===== src/rtl/mips_bus_pkg.sv =====
// Shared encodings for the sram-like bus arbiter: owner tags, access sizes, lock states.
package mips_bus_pkg;

  localparam logic       OWNER_INST = 1'b0;
  localparam logic       OWNER_DATA = 1'b1;
  localparam logic [1:0] SIZE_WORD  = 2'b10;

  typedef enum logic {
    LOCK_IDLE = 1'b0,
    LOCK_HELD = 1'b1
  } lock_state_e;

endpackage


===== src/rtl/owner_fifo.sv =====
// One-bit-wide in-order queue recording which port issued each accepted transaction.
module owner_fifo #(
  parameter int DEPTH = 2
) (
  input  logic                     clk,
  input  logic                     rstn,
  input  logic                     push,
  input  logic                     push_owner,
  input  logic                     pop,
  output logic                     full,
  output logic                     empty,
  output logic                     head,
  output logic [$clog2(DEPTH):0]   count
);

  localparam int PTR_W = (DEPTH > 1) ? $clog2(DEPTH) : 1;
  localparam int CNT_W = $clog2(DEPTH) + 1;

  logic [DEPTH-1:0] mem;
  logic [PTR_W-1:0] wr_ptr;
  logic [PTR_W-1:0] rd_ptr;
  logic             do_push;
  logic             do_pop;

  function automatic logic [PTR_W-1:0] ptr_inc(input logic [PTR_W-1:0] p);
    return (p == PTR_W'(DEPTH - 1)) ? '0 : p + 1'b1;
  endfunction

  assign empty   = (count == '0);
  assign full    = (count == CNT_W'(DEPTH));
  assign head    = mem[rd_ptr];
  assign do_pop  = pop && !empty;
  // A push into a full queue is only taken when the head leaves in the same cycle.
  assign do_push = push && (!full || do_pop);

  always_ff @(posedge clk or negedge rstn) begin
    if (!rstn) begin
      wr_ptr <= '0;
      rd_ptr <= '0;
      count  <= '0;
    end else begin
      if (do_push) wr_ptr <= ptr_inc(wr_ptr);
      if (do_pop)  rd_ptr <= ptr_inc(rd_ptr);
      if (do_push && !do_pop)      count <= count + 1'b1;
      else if (do_pop && !do_push) count <= count - 1'b1;
    end
  end

  always_ff @(posedge clk) begin
    if (do_push) mem[wr_ptr] <= push_owner;
  end

endmodule


===== src/rtl/sramlike_arbiter.sv =====
// Merges inst and data sram-like masters onto one port; an owner queue steers responses back in order.
module sramlike_arbiter
  import mips_bus_pkg::*;
#(
  parameter int DEPTH     = 2,
  parameter bit DATA_PRIO = 1'b1
) (
  input  logic        clk,
  input  logic        rstn,
  input  logic        inst_req,
  input  logic        inst_wr,
  input  logic [1:0]  inst_size,
  input  logic [31:0] inst_addr,
  output logic [31:0] inst_rdata,
  output logic        inst_addr_ok,
  output logic        inst_data_ok,
  input  logic        data_req,
  input  logic        data_wr,
  input  logic [1:0]  data_size,
  input  logic [31:0] data_addr,
  input  logic [31:0] data_wdata,
  output logic [31:0] data_rdata,
  output logic        data_addr_ok,
  output logic        data_data_ok,
  output logic        m_req,
  output logic        m_wr,
  output logic [1:0]  m_size,
  output logic [31:0] m_addr,
  output logic [31:0] m_wdata,
  input  logic [31:0] m_rdata,
  input  logic        m_addr_ok,
  input  logic        m_data_ok
);

  lock_state_e state_q, state_d;
  logic        lock_owner_q, lock_owner_d;
  logic        grant_owner;
  logic        owner;
  logic        req_int;
  logic        accept;
  logic        pop_ok;
  logic        fifo_full;
  logic        fifo_empty;
  logic        fifo_head;
  logic [$clog2(DEPTH):0] fifo_count;

  always_comb begin
    grant_owner = OWNER_INST;
    if (inst_req && data_req) grant_owner = DATA_PRIO ? OWNER_DATA : OWNER_INST;
    else if (data_req)        grant_owner = OWNER_DATA;
  end

  // A held lock overrides both arbitration and the full check so m_req never drops mid-handshake.
  assign owner   = (state_q == LOCK_HELD) ? lock_owner_q : grant_owner;
  assign req_int = (state_q == LOCK_HELD) || (!fifo_full && (inst_req || data_req));
  assign accept  = req_int && m_addr_ok;
  assign pop_ok  = m_data_ok && !fifo_empty;

  always_ff @(posedge clk or negedge rstn) begin
    if (!rstn) begin
      state_q      <= LOCK_IDLE;
      lock_owner_q <= OWNER_INST;
    end else begin
      state_q      <= state_d;
      lock_owner_q <= lock_owner_d;
    end
  end

  always_comb begin
    state_d      = state_q;
    lock_owner_d = lock_owner_q;
    if (req_int && !m_addr_ok) begin
      state_d      = LOCK_HELD;
      lock_owner_d = owner;
    end else if (accept) begin
      state_d      = LOCK_IDLE;
    end
  end

  // rstn gates only the ports so every output reads 0 while reset is asserted.
  always_comb begin
    m_req        = 1'b0;
    m_wr         = 1'b0;
    m_size       = '0;
    m_addr       = '0;
    m_wdata      = '0;
    if (rstn && req_int) begin
      m_req = 1'b1;
      if (owner == OWNER_DATA) begin
        m_wr    = data_wr;
        m_size  = data_size;
        m_addr  = data_addr;
        m_wdata = data_wdata;
      end else begin
        m_wr    = inst_wr;
        m_size  = inst_size;
        m_addr  = inst_addr;
      end
    end
    inst_addr_ok = rstn && accept && (owner == OWNER_INST);
    data_addr_ok = rstn && accept && (owner == OWNER_DATA);
    inst_data_ok = rstn && pop_ok && (fifo_head == OWNER_INST);
    data_data_ok = rstn && pop_ok && (fifo_head == OWNER_DATA);
    inst_rdata   = rstn ? m_rdata : '0;
    data_rdata   = rstn ? m_rdata : '0;
  end

  owner_fifo #(.DEPTH(DEPTH)) u_fifo (
    .clk        (clk),
    .rstn       (rstn),
    .push       (accept),
    .push_owner (owner),
    .pop        (pop_ok),
    .full       (fifo_full),
    .empty      (fifo_empty),
    .head       (fifo_head),
    .count      (fifo_count)
  );

  spurious_data_ok: assert property (@(posedge clk) disable iff (!rstn) !(m_data_ok && fifo_count == '0))
    else $warning("m_data_ok with no outstanding transaction ignored");

endmodule


===== config.mk =====
export PLATFORM = sky130hd
export DESIGN_NAME = sramlike_arbiter
export DESIGN_NICKNAME = d
export VERILOG_FILES = /design/src/rtl/mips_bus_pkg.sv /design/src/rtl/owner_fifo.sv /design/src/rtl/sramlike_arbiter.sv
export SDC_FILE = /design/constraint.sdc
export NUM_CORES = 1
export LEC_CHECK = 0
export ABC_CLOCK_PERIOD_IN_PS = 1400
export BUFFER_PORTS_ARGS = -buffer_cell sky130_fd_sc_hd__buf_4
export CAP_MARGIN = 25
export CORE_AREA = 2 2 106 108
export CTS_CLUSTER_DIAMETER = 80
export CTS_CLUSTER_SIZE = 28
export DETAILED_ROUTE_END_ITERATION = 6
export DIE_AREA = 0 0 108 110
export HOLD_SLACK_MARGIN = 0.03
export PLACE_DENSITY = 0.51
export REMOVE_ABC_BUFFERS = 1
export SYNTH_ARGS = -nofsm -noshare
export SYNTH_HDL_FRONTEND = slang
export SYNTH_SLANG_ARGS = --single-unit

===== constraint.sdc =====
create_clock -name clk -period 1.4 [get_ports clk]
set_input_delay 0 -clock clk [delete_from_list [all_inputs] [get_ports clk]]
set_output_delay 0 -clock clk [all_outputs]
set_load 0.03 [all_outputs]

Word level (Yosys, flattened, before mapping)
Index checks and enable logic that the tools add are counted.
{ "op_classes": {"n_addsub": 4, "n_lt_le_gt_ge": 3, "eq_ne": 1, "muxes": 24, "bitwise_logic": 2, "n_reduce_logical": 28} }
{ "op_table": {"columns": ["operator", "count"], "rows": [
  ["$mux W32", 5],
  ["$logic_and A1 B1 Y1", 17],
  ["$mux W1", 13],
  ["$mux W2", 4],
  ["$logic_not A1 Y1", 5],
  ["$lt A1 B2 Y1 const B", 2],
  ["$reduce_bool A2 Y1", 2],
  ["$logic_or A1 B1 Y1", 3],
  ["$add A1 B1 Y1 const B", 2],
  ["$add A2 B1 Y2 const B", 1],
  ["$bwmux W2", 1],
  ["$eq A2 B2 Y1 const B", 1],
  ["$logic_not A2 Y1", 1],
  ["$not A1 Y1", 2],
  ["$sub A2 B1 Y2 const B", 1],
  ["$demux W1 S1", 1],
  ["$ge A1 B1 Y1 const B", 1]
]} }
{ "totals": {"reg_bits": 8, "inputBits": 140, "out_inout_bits": 136} }

Logic depth before layout (Yosys ltp)
Gate-level depths: netlist of the first run.
{ "depth": {"ltp_word": 10, "ltp_mapped": 7, "mapped_depth_nobuf": 7} }

Hierarchy
Synthesis of the first run repeated with hierarchy kept, for this count alone.
{ "unflattened": {"hier_cells": 264, "area_unflattened_um2": 1680.4} }
{ "modules_own_cells": {"columns": ["mod", "instances", "cells_each", "area_per_inst_um2", "seq_area_each_um2"], "rows": [
  ["sramlike_arbiter", 1, 241, 1391.3, 50.0],
  ["owner_fifo", 1, 23, 289.0, 160.2]
]} }

Worst setup path before layout of the first run
Ideal clock, no wire load.
{ "synth_path": {"kind": "reg-to-reg", "start": "reg u_fifo.count[1]", "end": "reg u_fifo.count[1]", "arrival_time_ns": 1.385, "t_required_ns": 1.278, "path_slack_ns": -0.107, "stages_incl_launch_ff": 8, "cell_sequence": "dfrtp_1 nor2b_1 o21bai_2 o311a_2 ha_1 xor2_1 nor2_1 xnor2_1"} }
{ "synth_between": {"elab_chain_cells": 9} }
{ "synth_rtl": {"columns": ["item", "line", "source"], "rows": [
  ["start: declaration", "owner_fifo.sv:13", "output logic [$clog2(DEPTH):0] count"],
  ["start signal: assignment", "owner_fifo.sv:44", "if (do_push && !do_pop) count <= count + 1'b1;"],
  ["start signal: assignment", "owner_fifo.sv:45", "else if (do_pop && !do_push) count <= count - 1'b1;"],
  ["$eq A2 B2 Y1 or $logic_not A2 Y1 (tied branches)", "owner_fifo.sv:30, owner_fifo.sv:29", null],
  ["$logic_not A1 Y1 (on tied branches)", null, null],
  ["$logic_and A1 B1 Y1 (on tied branches)", "sramlike_arbiter.sv:55, sramlike_arbiter.sv:57", null],
  ["$logic_or A1 B1 Y1 or $logic_and A1 B1 Y1 (tied branches)", "sramlike_arbiter.sv:55, owner_fifo.sv:32", null],
  ["$logic_and A1 B1 Y1 or $logic_or A1 B1 Y1 (tied branches)", "sramlike_arbiter.sv:56, owner_fifo.sv:34", null],
  ["$logic_and A1 B1 Y1", "owner_fifo.sv:34", "assign do_push = push && (!full || do_pop);"],
  ["$logic_not A1 Y1", "owner_fifo.sv:45", null],
  ["$logic_and A1 B1 Y1", "owner_fifo.sv:45", null],
  ["$reduce_bool A2 Y1 (no source line)", null, null]
]} }
Parallel ways exist; a longest one is shown, timed or not. The select of a mux whose other input is x is not followed.
A chain may end at the register's enable or synchronous reset.

Final worst setup path of the first run
{ "layout_path": {"start": "reg state_q", "end": "out m_size[0]"} }
{ "layout_between": {"elab_chain_cells": 3} }
{ "layout_rtl": {"columns": ["item", "line", "source"], "rows": [
  ["start: declaration", "sramlike_arbiter.sv:35", "lock_state_e state_q, state_d;"],
  ["start signal: assignment", "sramlike_arbiter.sv:64", "state_q <= state_d;"],
  ["$mux W1 or $logic_or A1 B1 Y1 (tied branches)", "sramlike_arbiter.sv:54, sramlike_arbiter.sv:55", null],
  ["$mux W2 or $logic_and A1 B1 Y1 (tied branches)", "sramlike_arbiter.sv:89, sramlike_arbiter.sv:87", null],
  ["$mux W2 (*)", "sramlike_arbiter.sv:87", "if (rstn && req_int) begin"],
  ["end: declaration", "sramlike_arbiter.sv:27", "output logic [1:0] m_size,"]
]} }
Every way passes the cells marked *; elsewhere a longest branch is shown, timed or not.

==> Implementation_results.wiki, run 1 <==
{| class="wikitable"
! Metric !! Value
|-
| Layout Cells excl Fill || 646
|-
| Number of antenna violations at the first check in global routing || 2
|-
| Type of the setup path with the least slack || flip-flop to primary output
|-
| Cell count after synthesis || about 260
|-
| Final number of hold-violating endpoints || 0
|-
| Share of power burned in the clock network || 0.059
|-
| Fraction of layout cells with a size suffix above 1 || 0.696
|-
| Worst path required time || 1.40 ns
|-
| Detailed-placement wirelength estimate || 7.62 mm
|-
| Number of sinks driven by the clock tree || 8
|-
| Synth warn || 0
|-
| Overall overflow remaining after global route || 0
|-
| Final layout net count || 646
|-
| CP startpoint kind || flip-flop
|-
| Class of the worst hold path || primary input to flip-flop
|-
| Area share of the largest cell type after synthesis || 0.161
|-
| Leading cell types by total area after synthesis || sky130_fd_sc_hd__buf_4 16%, sky130_fd_sc_hd__nand2_1 16%, sky130_fd_sc_hd__and3_1 13%
|-
| Vias in the first global route || between 2000 and 2500
|-
| Clock transition at the register clock pins on the worst setup and hold paths after CTS || 0.04 ns
|-
| Static leakage power || 2.24 nW
|-
| DRC violation count after routing || 0
|-
| Max-cap violation count || 0
|-
| Maximum fanout encountered on the critical timing path || 11
|-
| Worst VDD drop || 432 uV
|-
| Achievable frequency || 620 MHz
|-
| Initial Util || 0.152
|-
| Clk root buf || sky130_fd_sc_hd__clkbuf_8
|-
| Width of the chip || 108 um
|-
| Sequential share of the synthesized area || 0.129
|-
| Initial DRC Count || 96
|-
| Total detailed-routing wirelength || 10.0 mm
|-
| # IOs || around 280
|-
| Combined area of all synthesized cells || 0.00163 mm^2
|-
| Number of endpoints failing setup at the final stage || 74
|-
| Antenna violation net count after detailed routing || 0
|-
| Total power per unit cell area || 1150 mW/mm^2
|-
| Inserted Clock Buffers || 3
|-
| Post-layout instance area || 0.00431 mm^2
|-
| Worst endpoint data arrival time || 1.61 ns
|-
| Sequential power share || 0.091
|-
| Sw Ratio || 0.488
|-
| Height of the chip || 110 um
|-
| Largest net degree at the start of global routing || 50
|-
| Vias per cell || around 4.1
|-
| Worst clock skew || 0.00443 ns
|-
| CTS tree || built
|-
| Aggregate global-route resource usage || 0.141
|-
| Net switching power || between 2 and 2.5 mW
|-
| Final weighted congestion in routability-driven placement || between 0.7 and 0.8
|-
| Result of the run || finished, violations left
|-
| Maximum level of the CTS H-tree || 1
|-
| Final slew viol count || 0
|-
| Violations in the final reports || negative setup slack
|-
| Final Cycle Share || 1.15
|-
| Placement Cell Area || 0.00362 mm^2
|-
| Placed cell count || about 630
|-
| Setup repair after global routing missed its margin || true
|-
| Cell type with the highest aggregate area in the netlist || sky130_fd_sc_hd__buf_4
|-
| Buffer levels on the longest clock path || 2
|-
| Routed wirelength normalized by instance count || 15.5 um
|-
| Share of total power in combinational logic || 0.850
|-
| Tightest Pin Transition || 0.329 ns
|-
| Layout overhead on the synthesized area || 165%
|-
| Int Pwr || 2.53 mW
|-
| CP endpoint kind || primary output
|-
| Initial DRT Pass Iterations || 4
|-
| Port-buffer cells || approximately 280
|-
| Insertion delay to the later sink of the worst-skew pair || 0.23 ns
|-
| Fin worst setup slack || -0.213 ns
|-
| Synthesis-stage register bit count || 8
|-
| Full die area || between 0.01 and 0.015 mm^2
|-
| First-pass GRT wire length || 13.1 mm
|-
| Core Rows || 38
|-
| Worst rel slew slack || 0.780
|-
| Distinct cell type count of the synthesized netlist || 28
|-
| Area of the placeable core || 0.0107 mm^2
|-
| Total vias in the final route || ~2600
|-
| Post-Syn Area per Cell || 6.38 um^2
|-
| Fin crit period || around 1.6 ns
|}
worst max-delay path, cell delays in order (launching register included):
cell	delay, ns
sky130_fd_sc_hd__dfrtp_1	0.41
sky130_fd_sc_hd__mux2i_4	0.20
sky130_fd_sc_hd__buf_12	0.15
sky130_fd_sc_hd__inv_16	0.08
sky130_fd_sc_hd__clkbuf_16	0.16
sky130_fd_sc_hd__nand2_1	0.05
sky130_fd_sc_hd__a21oi_1	0.14
sky130_fd_sc_hd__buf_4	0.18
cell families (layout without fill, tap and decap cells):
group           count (synthesis)  count (layout)  synth area share
mux                             3               3            0.0269
xor+xnor                        5               5            0.0269
fa+ha+maj                       1               1           0.00769
compound gates                 38              38             0.125
other cells                     0               2                 0
flops                           8               8             0.129
buf+inv                        55             304             0.234
simple gates                  145             145             0.450
path summary, 6_finish.rpt:
| path | slack [ns] | start | end | cells after the start |
|---|---|---|---|---|
| worst max-delay path | -0.21 | state_q$_DFFE_PN0P_ | m_size[0] | 7 |
| worst min-delay path | 0.14 | m_addr_ok | state_q$_DFFE_PN0P_ | 2 |
| worst max register to register | -0.10 | u_fifo.count[1]$_DFFE_PN0P_ | u_fifo.count[1]$_DFFE_PN0P_ | 7 |
| worst min register to register | 0.49 | u_fifo.rd_ptr$_DFFE_PN0P_ | u_fifo.rd_ptr$_DFFE_PN0P_ | 1 |
| max in group asynchronous | 0.81 | rstn | u_fifo.count[0]$_DFFE_PN0P_ | 2 |
| min in group asynchronous | 0.32 | rstn | u_fifo.rd_ptr$_DFFE_PN0P_ | 2 |
final cells by class:
cell class / count / area (um^2)
Inverter: 4 / 43.8
Sequential cell: 8 / 211
Clock buffer: 4 / 45.0
Antenna cell: 2 / 5.00
Fill cell: 1100 / 6390
Timing Repair Buffer: 296 / 2560
Tap cell: 140 / 175
Multi-Input combinational cell: 192 / 1270
per-layer routing:
layer	vias up	share of wire	GRT usage
li1	1300	-	-
met1	1204	0.33	0.138
met2	131	0.59	0.305
met3	8	0.058	0.0129
met4	0	0.020	0.0458
met5	-	0	0
per-stage QoR:
stage,utilization,TNS (ns),setup WS [ns],hold WS (ns),power (mW)
after global placement,0.338,-0.251,-0.127,-0.136,3.71
after global routing,0.403,-18.01,-0.303,0.142,5.23
after CTS,0.360,-11.22,-0.206,0.133,4.24
final,0.403,-12.98,-0.213,0.137,4.95
after floorplan,-,-37.49,-0.620,-0.296,2.26
after detailed placement,0.338,-0.364,-0.152,-0.131,3.74
state kept, by name (all words and copies together) (netlist names):
name           flops
u_fifo.rd_ptr      1
state_q            1
u_fifo.mem         2
u_fifo.count       2
u_fifo.wr_ptr      1
lock_owner_q       1
Yosys cell counts:
| library cell | number |
|---|---|
| sky130_fd_sc_hd__a21oi_1 | 35 |
| sky130_fd_sc_hd__and2_1 | 33 |
| sky130_fd_sc_hd__and2b_1 | 1 |
| sky130_fd_sc_hd__and3_1 | 34 |
| sky130_fd_sc_hd__buf_2 | 7 |
| sky130_fd_sc_hd__buf_4 | 35 |
| sky130_fd_sc_hd__buf_6 | 4 |
| sky130_fd_sc_hd__clkbuf_1 | 5 |
| sky130_fd_sc_hd__clkinv_4 | 1 |
| sky130_fd_sc_hd__dfrtp_1 | 6 |
| sky130_fd_sc_hd__edfxtp_1 | 2 |
| sky130_fd_sc_hd__ha_1 | 1 |
| sky130_fd_sc_hd__inv_1 | 2 |
| sky130_fd_sc_hd__inv_2 | 1 |
| sky130_fd_sc_hd__mux2_2 | 1 |
| sky130_fd_sc_hd__mux2i_1 | 1 |
| sky130_fd_sc_hd__mux2i_4 | 1 |
| sky130_fd_sc_hd__nand2_1 | 70 |
| sky130_fd_sc_hd__nand2_4 | 1 |
| sky130_fd_sc_hd__nor2_1 | 2 |
| sky130_fd_sc_hd__nor2b_1 | 2 |
| sky130_fd_sc_hd__nor3_1 | 1 |
| sky130_fd_sc_hd__nor3b_1 | 1 |
| sky130_fd_sc_hd__o21ai_0 | 1 |
| sky130_fd_sc_hd__o21bai_2 | 1 |
| sky130_fd_sc_hd__o311a_2 | 1 |
| sky130_fd_sc_hd__xnor2_1 | 3 |
| sky130_fd_sc_hd__xor2_1 | 2 |
layout by cell type (no fill, tap or decap), types with 3 or more instances in the layout:
cell and n:
sky130_fd_sc_hd__a21oi_1 25, sky130_fd_sc_hd__a21oi_2 10, sky130_fd_sc_hd__and2_1 33, sky130_fd_sc_hd__and3_1 5, sky130_fd_sc_hd__and3_4 29, sky130_fd_sc_hd__buf_12 6
sky130_fd_sc_hd__buf_4 239, sky130_fd_sc_hd__buf_6 45, sky130_fd_sc_hd__clkbuf_16 5, sky130_fd_sc_hd__clkbuf_8 3, sky130_fd_sc_hd__dfrtp_1 5, sky130_fd_sc_hd__nand2_1 69
sky130_fd_sc_hd__xnor2_1 3
timing repair:
item | in CTS | in global routing
pin swaps | 4 | 8
gates cloned | 0 | 6
setup buffers | 1 | 3
endpoints found under the setup margin | 74 | 77
hold endpoints to repair | 6 | 0
gates resized for setup | 43 | 66
hold buffers | 1 | 0
power by group through the flow:
stage	clock network, mW	logic, mW	registers [mW]
global placement	0	3.29	0.420
floorplan	0	1.84	0.420
global route	0.315	4.46	0.461
CTS	0.293	3.52	0.432
finish	0.291	4.21	0.449
detailed placement	0	3.31	0.426
Note: power is estimated with default switching activity, not from simulation.
==> inputs of run 2 (changes only) <==
--- a/config.mk
+++ b/config.mk
@@ -5,14 +5,15 @@
 export SDC_FILE = /design/constraint.sdc
 export NUM_CORES = 1
 export LEC_CHECK = 0
+export ABC_AREA = 1
 export ABC_CLOCK_PERIOD_IN_PS = 1400
 export BUFFER_PORTS_ARGS = -buffer_cell sky130_fd_sc_hd__buf_4
 export CAP_MARGIN = 25
-export CORE_AREA = 2 2 106 108
+export CORE_AREA = 2 2 108 110
 export CTS_CLUSTER_DIAMETER = 80
 export CTS_CLUSTER_SIZE = 28
 export DETAILED_ROUTE_END_ITERATION = 6
-export DIE_AREA = 0 0 108 110
+export DIE_AREA = 0 0 110 112
 export HOLD_SLACK_MARGIN = 0.03
 export PLACE_DENSITY = 0.51
 export REMOVE_ABC_BUFFERS = 1
==> run 2 against run 1 <==
Effect of this change: the run still ends with negative setup slack left; clock power is 69% higher; total power rose by 18%; combinational power up 18%; final cell count is 16% higher; register-to-register slack better by 0.03 ns; critical path type unchanged; largest cell class unchanged; largest power group unchanged; highest routed layer unchanged.
==> Implementation_results.wiki, run 2 <==
{| class="wikitable"
! Metric !! Value
|-
| Result of the run || finished, violations left
|-
| Violations in the final reports || negative setup slack
|-
| Initial DRT Pass Iterations || 4 (unchanged)
|-
| Height of the chip || 112 um (+1.8%)
|-
| Share of total power in combinational logic || 0.847 (-0.003)
|-
| CP endpoint kind || primary output
|-
| Achievable frequency || 645 MHz (+4.1%)
|-
| Final weighted congestion in routability-driven placement || 0.799 (+0.69%)
|-
| Maximum level of the CTS H-tree || 1 (unchanged)
|-
| Cell count after synthesis || 344 (+35%)
|-
| Buffer levels on the longest clock path || 2 (unchanged)
|-
| Number of antenna violations at the first check in global routing || 0 (-2)
|-
| Area share of the largest cell type after synthesis || 0.299 (+0.137)
|-
| Registers with the most flip-flops || u_fifo.count: 2 flops, u_fifo.mem: 2 flops
|-
| Worst clock skew || 0.000299 ns (-0.00413 ns)
|-
| Total vias in the final route || 3067 (+16%)
|-
| Synth warn || 0 (unchanged)
|-
| Fin crit period || 1.55 ns (-0.0635 ns)
|-
| Cell type with the highest aggregate area in the netlist || sky130_fd_sc_hd__nand2_1
|-
| Sw Ratio || 0.492 (+0.00395)
|-
| Static leakage power || 2.69 nW (+20%)
|-
| Antenna cells || 0 (-2)
|-
| Width of the chip || 110 um (+1.9%)
|-
| Tightest Pin Transition || 0.345 ns (+0.0161 ns)
|-
| DRC violation count after routing || 0 (unchanged)
|-
| # IOs || 276 (unchanged)
|-
| Async S/R FF share, synth || 0.750 (unchanged)
|-
| Vias per cell || 4.10 (+0.22%)
|-
| Final layout net count || 747 (+16%)
|-
| Clk root buf || sky130_fd_sc_hd__clkbuf_16
|-
| Int Pwr || 2.97 mW (+17%)
|-
| Final number of hold-violating endpoints || 0 (unchanged)
|-
| Leading cell types by total area after synthesis || sky130_fd_sc_hd__nand2_1 30%, sky130_fd_sc_hd__buf_4 13%, sky130_fd_sc_hd__a21oi_1 9.8%
|-
| Placed cell count || 727 (+16%)
|-
| Insertion delay to the later sink of the worst-skew pair || 0.23 ns (about the same)
|-
| Inserted Clock Buffers || 3 (unchanged)
|-
| Maximum fanout encountered on the critical timing path || 6 (-5)
|-
| Combined area of all synthesized cells || 0.00184 mm^2 (+13%)
|-
| Final Cycle Share || 1.11 (-0.0454)
|-
| CP startpoint kind || flip-flop
|-
| Worst path required time || 1.40 ns (about the same)
|-
| Initial Util || 0.164 (+0.0121)
|-
| Net switching power || 2.88 mW (+19%)
|-
| CTS tree || built
|-
| Number of flops mapped to enable cells by yosys || 2 (unchanged)
|-
| Top-count cell post-synth || sky130_fd_sc_hd__nand2_1
|-
| Main synth FF type || sky130_fd_sc_hd__dfrtp_1
|-
| Core Rows || 39 (+2.6%)
|-
| Post-Syn Area per Cell || 5.34 um^2 (-16%)
|-
| Area of the placeable core || 0.0112 mm^2 (+4.5%)
|-
| Initial DRC Count || 52 (-46%)
|-
| Distinct cell type count of the synthesized netlist || 24 (-14%)
|-
| Fin worst setup slack || -0.150 ns (+0.0635 ns)
|-
| Total power per unit cell area || 1200 mW/mm^2 (+4.5%)
|-
| Routed wirelength normalized by instance count || 12.9 um (-17%)
|-
| Type of the setup path with the least slack || flip-flop to primary output
|-
| Worst rel slew slack || 0.769 (-0.0108)
|-
| Largest net degree at the start of global routing || 33 (-34%)
|-
| First-pass GRT wire length || 12.7 mm (-2.9%)
|-
| Layout overhead on the synthesized area || 165%
|-
| Post-layout power || 5.85 mW (+18%)
|-
| Total detailed-routing wirelength || 9.65 mm (-3.6%)
|-
| Detailed-placement wirelength estimate || 7.13 mm (-6.4%)
|-
| Setup repair after global routing missed its margin || true
|-
| Most frequent cells in the layout || 236 x sky130_fd_sc_hd__buf_4, 122 x sky130_fd_sc_hd__nand2_1, 52 x sky130_fd_sc_hd__buf_6
|-
| Number of sinks driven by the clock tree || 8 (unchanged)
|-
| Aggregate global-route resource usage || 0.128 (-0.0133)
|-
| Vias in the first global route || 2857 (+16%)
|-
| Antenna violation net count after detailed routing || 0 (unchanged)
|-
| Layout Cells excl Fill || 748 (+16%)
|-
| Sequential share of the synthesized area || 0.115 (-0.0146)
|-
| Core Util, Final || 0.436 (+0.0331)
|-
| Clock transition at the register clock pins on the worst setup and hold paths after CTS || 0.04 ns (about the same)
|-
| Count of filler cells inserted in the layout || 1136 (+3.3%)
|-
| Overall overflow remaining after global route || 0 (unchanged)
|-
| Fraction of layout cells with a size suffix above 1 || 0.669 (-0.0270)
|-
| Full die area || 0.0123 mm^2 (+3.7%)
|-
| Most numerous cell types in the synthesized netlist || 146 x sky130_fd_sc_hd__nand2_1, 44 x sky130_fd_sc_hd__inv_1, 36 x sky130_fd_sc_hd__a21oi_1
|-
| Max-cap violation count || 0 (unchanged)
|-
| Number of endpoints failing setup at the final stage || 71 (-4.1%)
|-
| Final slew viol count || 0 (unchanged)
|-
| Share of power burned in the clock network || 0.084 (+0.025)
|-
| Worst endpoint data arrival time || 1.55 ns (-0.06 ns)
|-
| Most common cell after layout, fill and taps aside || sky130_fd_sc_hd__buf_4
|-
| Port-buffer cells || 275 (unchanged)
|-
| Synthesis-stage register bit count || 8 (unchanged)
|-
| Worst VDD drop || 606 uV (+40%)
|-
| Sequential power share || 0.069 (-0.022)
|-
| Class of the worst hold path || primary input to flip-flop
|}
## run 2: path summary, 6_finish.rpt
kind / startpoint / end / slack, ns / cells past startpoint
setup / recovery: u_fifo.count[1]$_DFFE_PN0P_ / m_addr[19] / -0.15 / 8
hold / removal: m_addr_ok / state_q$_DFFE_PN0P_ / 0.08 / 4
setup reg to reg: u_fifo.count[1]$_DFFE_PN0P_ / u_fifo.count[1]$_DFFE_PN0P_ / -0.07 / 10
hold reg to reg: lock_owner_q$_DFFE_PN0P_ / lock_owner_q$_DFFE_PN0P_ / 0.47 / 2
max in group asynchronous: rstn / state_q$_DFFE_PN0P_ / 0.81 / 2
min in group asynchronous: rstn / u_fifo.rd_ptr$_DFFE_PN0P_ / 0.34 / 2
## run 2: stage by stage
step | cell area, um^2 | setup WS (ns) | hold slack [ns] | TNS, ns
after floorplan | 1470 | -0.615 | -0.296 | -38.60
after global placement | 3870 | -0.0694 | -0.160 | -0.0694
after detailed placement | 3870 | -0.0876 | -0.157 | -0.0876
after CTS | 4340 | -0.119 | 0.0575 | -5.87
after global routing | 4870 | -0.215 | 0.0803 | -12.99
final | 4870 | -0.150 | 0.0772 | -7.34
## run 2: area by class of cell
cell class / instances / area (um^2) / share of cell area
clock buffer: 4 / 78.8 / 0.0162
inverter: 48 / 193 / 0.0396
multi-input combinational: 236 / 1430 / 0.295
sequential: 8 / 210 / 0.0432
tap: 143 / 179 / 0.0368
timing repair buffer: 308 / 2770 / 0.568
timing repair inverter: 1 / 8.76 / 0.00180
## run 2: layer usage
layer  wire (um)  part of all wire  vias to the layer above  GRT usage
met5           0                 0                        -          0
met4         107             0.011                        0     0.0236
met3         918             0.095                        8     0.0351
met2        5440              0.56                      158      0.263
met1        3190              0.33                     1393      0.122
li1            -                 -                     1508          -
## run 2: cell families after synthesis
kind of cell	count (synthesis)	share of synthesized area
simple gates	193	0.464
buf+inv	101	0.297
compound gates	38	0.104
flops	8	0.115
xor+xnor	3	0.0143
fa+ha+maj	1	0.00682
## run 2: repair_timing
action                                  4_1_cts  5_1_grt
endpoints found under the setup margin       71       75
pin swaps                                     2        3
hold buffers                                  1        0
gates cloned                                  1        8
endpoints found under the hold margin         6        0
gates resized for setup                      84       84
buffers inserted                              5        2
## run 2: power groups by stage
stage / logic (mW) / clock network [mW] / registers, mW
floorplan: 2.02 / 0 / 0.396
global route: 5.27 / 0.525 / 0.412
detailed placement: 3.56 / 0 / 0.404
finish: 4.96 / 0.493 / 0.403
CTS: 4.19 / 0.506 / 0.397
global placement: 3.55 / 0 / 0.400
## run 2: worst max-delay path: stages, from the launching register on
cell	delay, ns
sky130_fd_sc_hd__dfrtp_1	0.40
sky130_fd_sc_hd__nand2_2	0.07
sky130_fd_sc_hd__nand2_2	0.06
sky130_fd_sc_hd__nand2_4	0.07
sky130_fd_sc_hd__buf_8	0.13
sky130_fd_sc_hd__nand2_8	0.10
sky130_fd_sc_hd__clkbuf_16	0.19
sky130_fd_sc_hd__a21oi_1	0.11
sky130_fd_sc_hd__buf_4	0.17
==> inputs of run 3 (changes only) <==
--- a/config.mk
+++ b/config.mk
@@ -6,16 +6,16 @@
 export NUM_CORES = 1
 export LEC_CHECK = 0
 export ABC_AREA = 1
-export ABC_CLOCK_PERIOD_IN_PS = 1400
+export ABC_CLOCK_PERIOD_IN_PS = 1900
 export BUFFER_PORTS_ARGS = -buffer_cell sky130_fd_sc_hd__buf_4
 export CAP_MARGIN = 25
-export CORE_AREA = 2 2 108 110
+export CORE_AREA = 2 2 107 109
 export CTS_CLUSTER_DIAMETER = 80
 export CTS_CLUSTER_SIZE = 28
 export DETAILED_ROUTE_END_ITERATION = 6
-export DIE_AREA = 0 0 110 112
+export DIE_AREA = 0 0 109 111
 export HOLD_SLACK_MARGIN = 0.03
-export PLACE_DENSITY = 0.51
+export PLACE_DENSITY = 0.5
 export REMOVE_ABC_BUFFERS = 1
 export SYNTH_ARGS = -nofsm -noshare
 export SYNTH_HDL_FRONTEND = slang
==> constraint.sdc (replaced) <==
create_clock -name clk -period 1.9 [get_ports clk]
set_input_delay 0 -clock clk [delete_from_list [all_inputs] [get_ports clk]]
set_output_delay 0 -clock clk [all_outputs]
set_load 0.03 [all_outputs]
==> run 3 against run 2 <==
Effect of this change: the run now ends clean; via count down 6.3%; die area down 1.8%; combinational power down 50%; clock skew up 0.0023 ns; total power down 46%; first-iteration DRC count up 50%; routed wire length down 16%; clock power down 26%; sequential power down 26%; final cell count down 3.5%; global-route usage down 0.53 points.
==> Implementation_results.wiki, run 3 (synthesis gave the netlist of run 2 again) <==
{| class="wikitable"
! Metric !! Value
|-
| Result of the run || completed
|-
| Worst hold path stage count || 4 (unchanged)
|-
| Worst VDD drop || 296 uV (-51%)
|-
| Total detailed-routing wirelength || 8.14 mm (-16%)
|-
| Antenna cells || 0 (unchanged)
|-
| Vias in the first global route || 2619 (-8.3%)
|-
| Count of filler cells inserted in the layout || 1193 (+5.0%)
|-
| Number of endpoints failing setup at the final stage || 0 (-100%)
|-
| Initial DRT Pass Iterations || 4 (unchanged)
|-
| Overall overflow remaining after global route || 0 (unchanged)
|-
| Full die area || 0.0121 mm^2 (-1.8%)
|-
| Fin crit period || 1.66 ns
|-
| Worst path required time || 1.90 ns (+0.50 ns)
|-
| Registers with the most flip-flops || u_fifo.count: 2 flops, u_fifo.mem: 2 flops
|-
| Type of the setup path with the least slack || flip-flop to primary output
|-
| Clock transition at the register clock pins on the worst setup and hold paths after CTS || 0.04 ns (about the same)
|-
| Placed cell count || 717 (-1.4%)
|-
| Static leakage power || 2.39 nW (-11%)
|-
| Antenna violation net count after detailed routing || 0 (unchanged)
|-
| DRC violation count after routing || 0 (unchanged)
|-
| Tightest Pin Transition || 0.344 ns (-0.00144 ns)
|-
| Buffer levels on the longest clock path || 2 (unchanged)
|-
| Detailed-placement wirelength estimate || 6.85 mm (-4.0%)
|-
| Aggregate global-route resource usage || 0.123 (-0.00529)
|-
| Total power per unit cell area || 811 mW/mm^2 (-33%)
|-
| Final slew viol count || 0 (unchanged)
|-
| Buffers inserted during post-CTS setup optimization || 0 (-5)
|-
| Worst r2r path cells || 10 (unchanged)
|-
| Final layout net count || 721 (-3.5%)
|-
| Most frequent cells in the layout || 281 x sky130_fd_sc_hd__buf_4, 146 x sky130_fd_sc_hd__nand2_1, 44 x sky130_fd_sc_hd__inv_1
|-
| Class of the worst hold path || primary input to flip-flop
|-
| Max-cap violation count || 0 (unchanged)
|-
| Height of the chip || 111 um (-0.89%)
|-
| Maximum level of the CTS H-tree || 1 (unchanged)
|-
| CTS tree || built
|-
| Number of antenna violations at the first check in global routing || 0 (unchanged)
|-
| Post-layout power || 3.16 mW (-46%)
|-
| Width of the chip || 109 um (-0.91%)
|-
| Hold Slack || 0.0614 ns (-0.0157 ns)
|-
| Layout overhead on the synthesized area || 112%
|-
| Clk root buf || sky130_fd_sc_hd__clkbuf_16
|-
| Insertion delay to the later sink of the worst-skew pair || 0.23 ns (about the same)
|-
| Routed wirelength normalized by instance count || 11.3 um (-13%)
|-
| Setup repair after global routing missed its margin || false
|-
| Achievable frequency || approximately 600 MHz
|-
| # IOs || 276 (unchanged)
|-
| Layout Cells excl Fill || 722 (-3.5%)
|-
| Final weighted congestion in routability-driven placement || 0.822 (+2.9%)
|-
| CP startpoint kind || flip-flop
|-
| Initial DRC Count || 78 (+50%)
|-
| Worst rel slew slack || 0.771 (+0.00172)
|-
| Maximum fanout encountered on the critical timing path || 35 (+29)
|-
| Area of the placeable core || 0.0111 mm^2 (-0.87%)
|-
| CP endpoint kind || primary output
|-
| Vias per cell || 3.98 (-3.0%)
|-
| Fraction of layout cells with a size suffix above 1 || 0.544 (-0.125)
|-
| Initial Util || 0.166 (+0.00145)
|-
| First-pass GRT wire length || 12.0 mm (-5.5%)
|-
| Final number of hold-violating endpoints || 0 (unchanged)
|-
| Number of sinks driven by the clock tree || 8 (unchanged)
|-
| Largest net degree at the start of global routing || 38 (+15%)
|-
| Port-buffer cells || 275 (unchanged)
|-
| Inserted Clock Buffers || 3 (unchanged)
|-
| Most common cell after layout, fill and taps aside || sky130_fd_sc_hd__buf_4
|-
| Worst clock skew || 0.00263 ns (+0.00233 ns)
|-
| Core Rows || 39 (unchanged)
|-
| Final Cycle Share || 0.871
|-
| Total vias in the final route || 2873 (-6.3%)
|-
| Worst endpoint data arrival time || 1.66 ns (+0.11 ns)
|}
## run 3: cell types whose count changed in the layout (fill, tap and decap cells not counted), sizes merged
cell / delta
clkbuf: -6
clkinv: -1
nand2: -1
buf: -18
## run 3: path summary, 6_finish.rpt
| path | startpoint | end | slack, ns |
|---|---|---|---|
| setup / recovery | u_fifo.count[0]$_DFFE_PN0P_ | m_addr[27] | 0.24 |
| hold / removal | m_addr_ok | state_q$_DFFE_PN0P_ | 0.06 |
| setup reg to reg | u_fifo.count[0]$_DFFE_PN0P_ | u_fifo.count[1]$_DFFE_PN0P_ | 0.27 |
| hold reg to reg | u_fifo.wr_ptr$_DFFE_PN0N_ | u_fifo.wr_ptr$_DFFE_PN0N_ | 0.47 |
| max in group asynchronous | rstn | u_fifo.rd_ptr$_DFFE_PN0P_ | 1.22 |
| min in group asynchronous | rstn | u_fifo.wr_ptr$_DFFE_PN0N_ | 0.20 |
## run 3: where the power goes
| part | internal [mW] | switching [mW] |
|---|---|---|
| Combinational | 0.941 | 1.55 |
| Clock | 0.280 | 0.0864 |
| Sequential | 0.255 | 0.0438 |
## run 3: final cells by class
type / instances / area (um^2) / area share
clock buffers: 4 / 78.8 / 0.0202
inverters: 48 / 180 / 0.0462
multi-input cells: 235 / 1090 / 0.280
flip-flops and latches: 8 / 210 / 0.0539
well taps: 143 / 179 / 0.0459
repair buffers: 284 / 2160 / 0.554
## run 3: timing repair
item | in CTS | in global routing
endpoints found under the setup margin | 0 | 4
hold buffers | 1 | 0
hold endpoints to repair | 6 | 0
gates resized for setup | 0 | 1
## run 3: worst max-delay path, cell delays in order (launching register included)
cell and delay (ns):
sky130_fd_sc_hd__dfrtp_1 0.39, sky130_fd_sc_hd__inv_2 0.06, sky130_fd_sc_hd__nand2_1 0.07, sky130_fd_sc_hd__nand2_2 0.06, sky130_fd_sc_hd__nand2_4 0.11, sky130_fd_sc_hd__nand2_8 0.14
sky130_fd_sc_hd__buf_12 0.22, sky130_fd_sc_hd__a21oi_1 0.16, sky130_fd_sc_hd__buf_4 0.18
## run 3: metal layers
metal	vias up	routed length, um	GRT usage
met1	1258	2730	0.118
met2	158	4480	0.252
met5	-	0	0
met4	0	65	0.0214
li1	1451	-	-
met3	6	867	0.0329
## run 3: per-stage QoR
step	instance area (um^2)	TNS (ns)	util	worst slack [ns]
after global routing	3900	0	0.352	0.0695
after floorplan	1470	-4.58	-	-0.115
after detailed placement	3800	0	0.343	0.305
after global placement	3800	0	0.343	0.335
after CTS	3890	0	0.351	0.132
final	3900	0	0.352	0.245
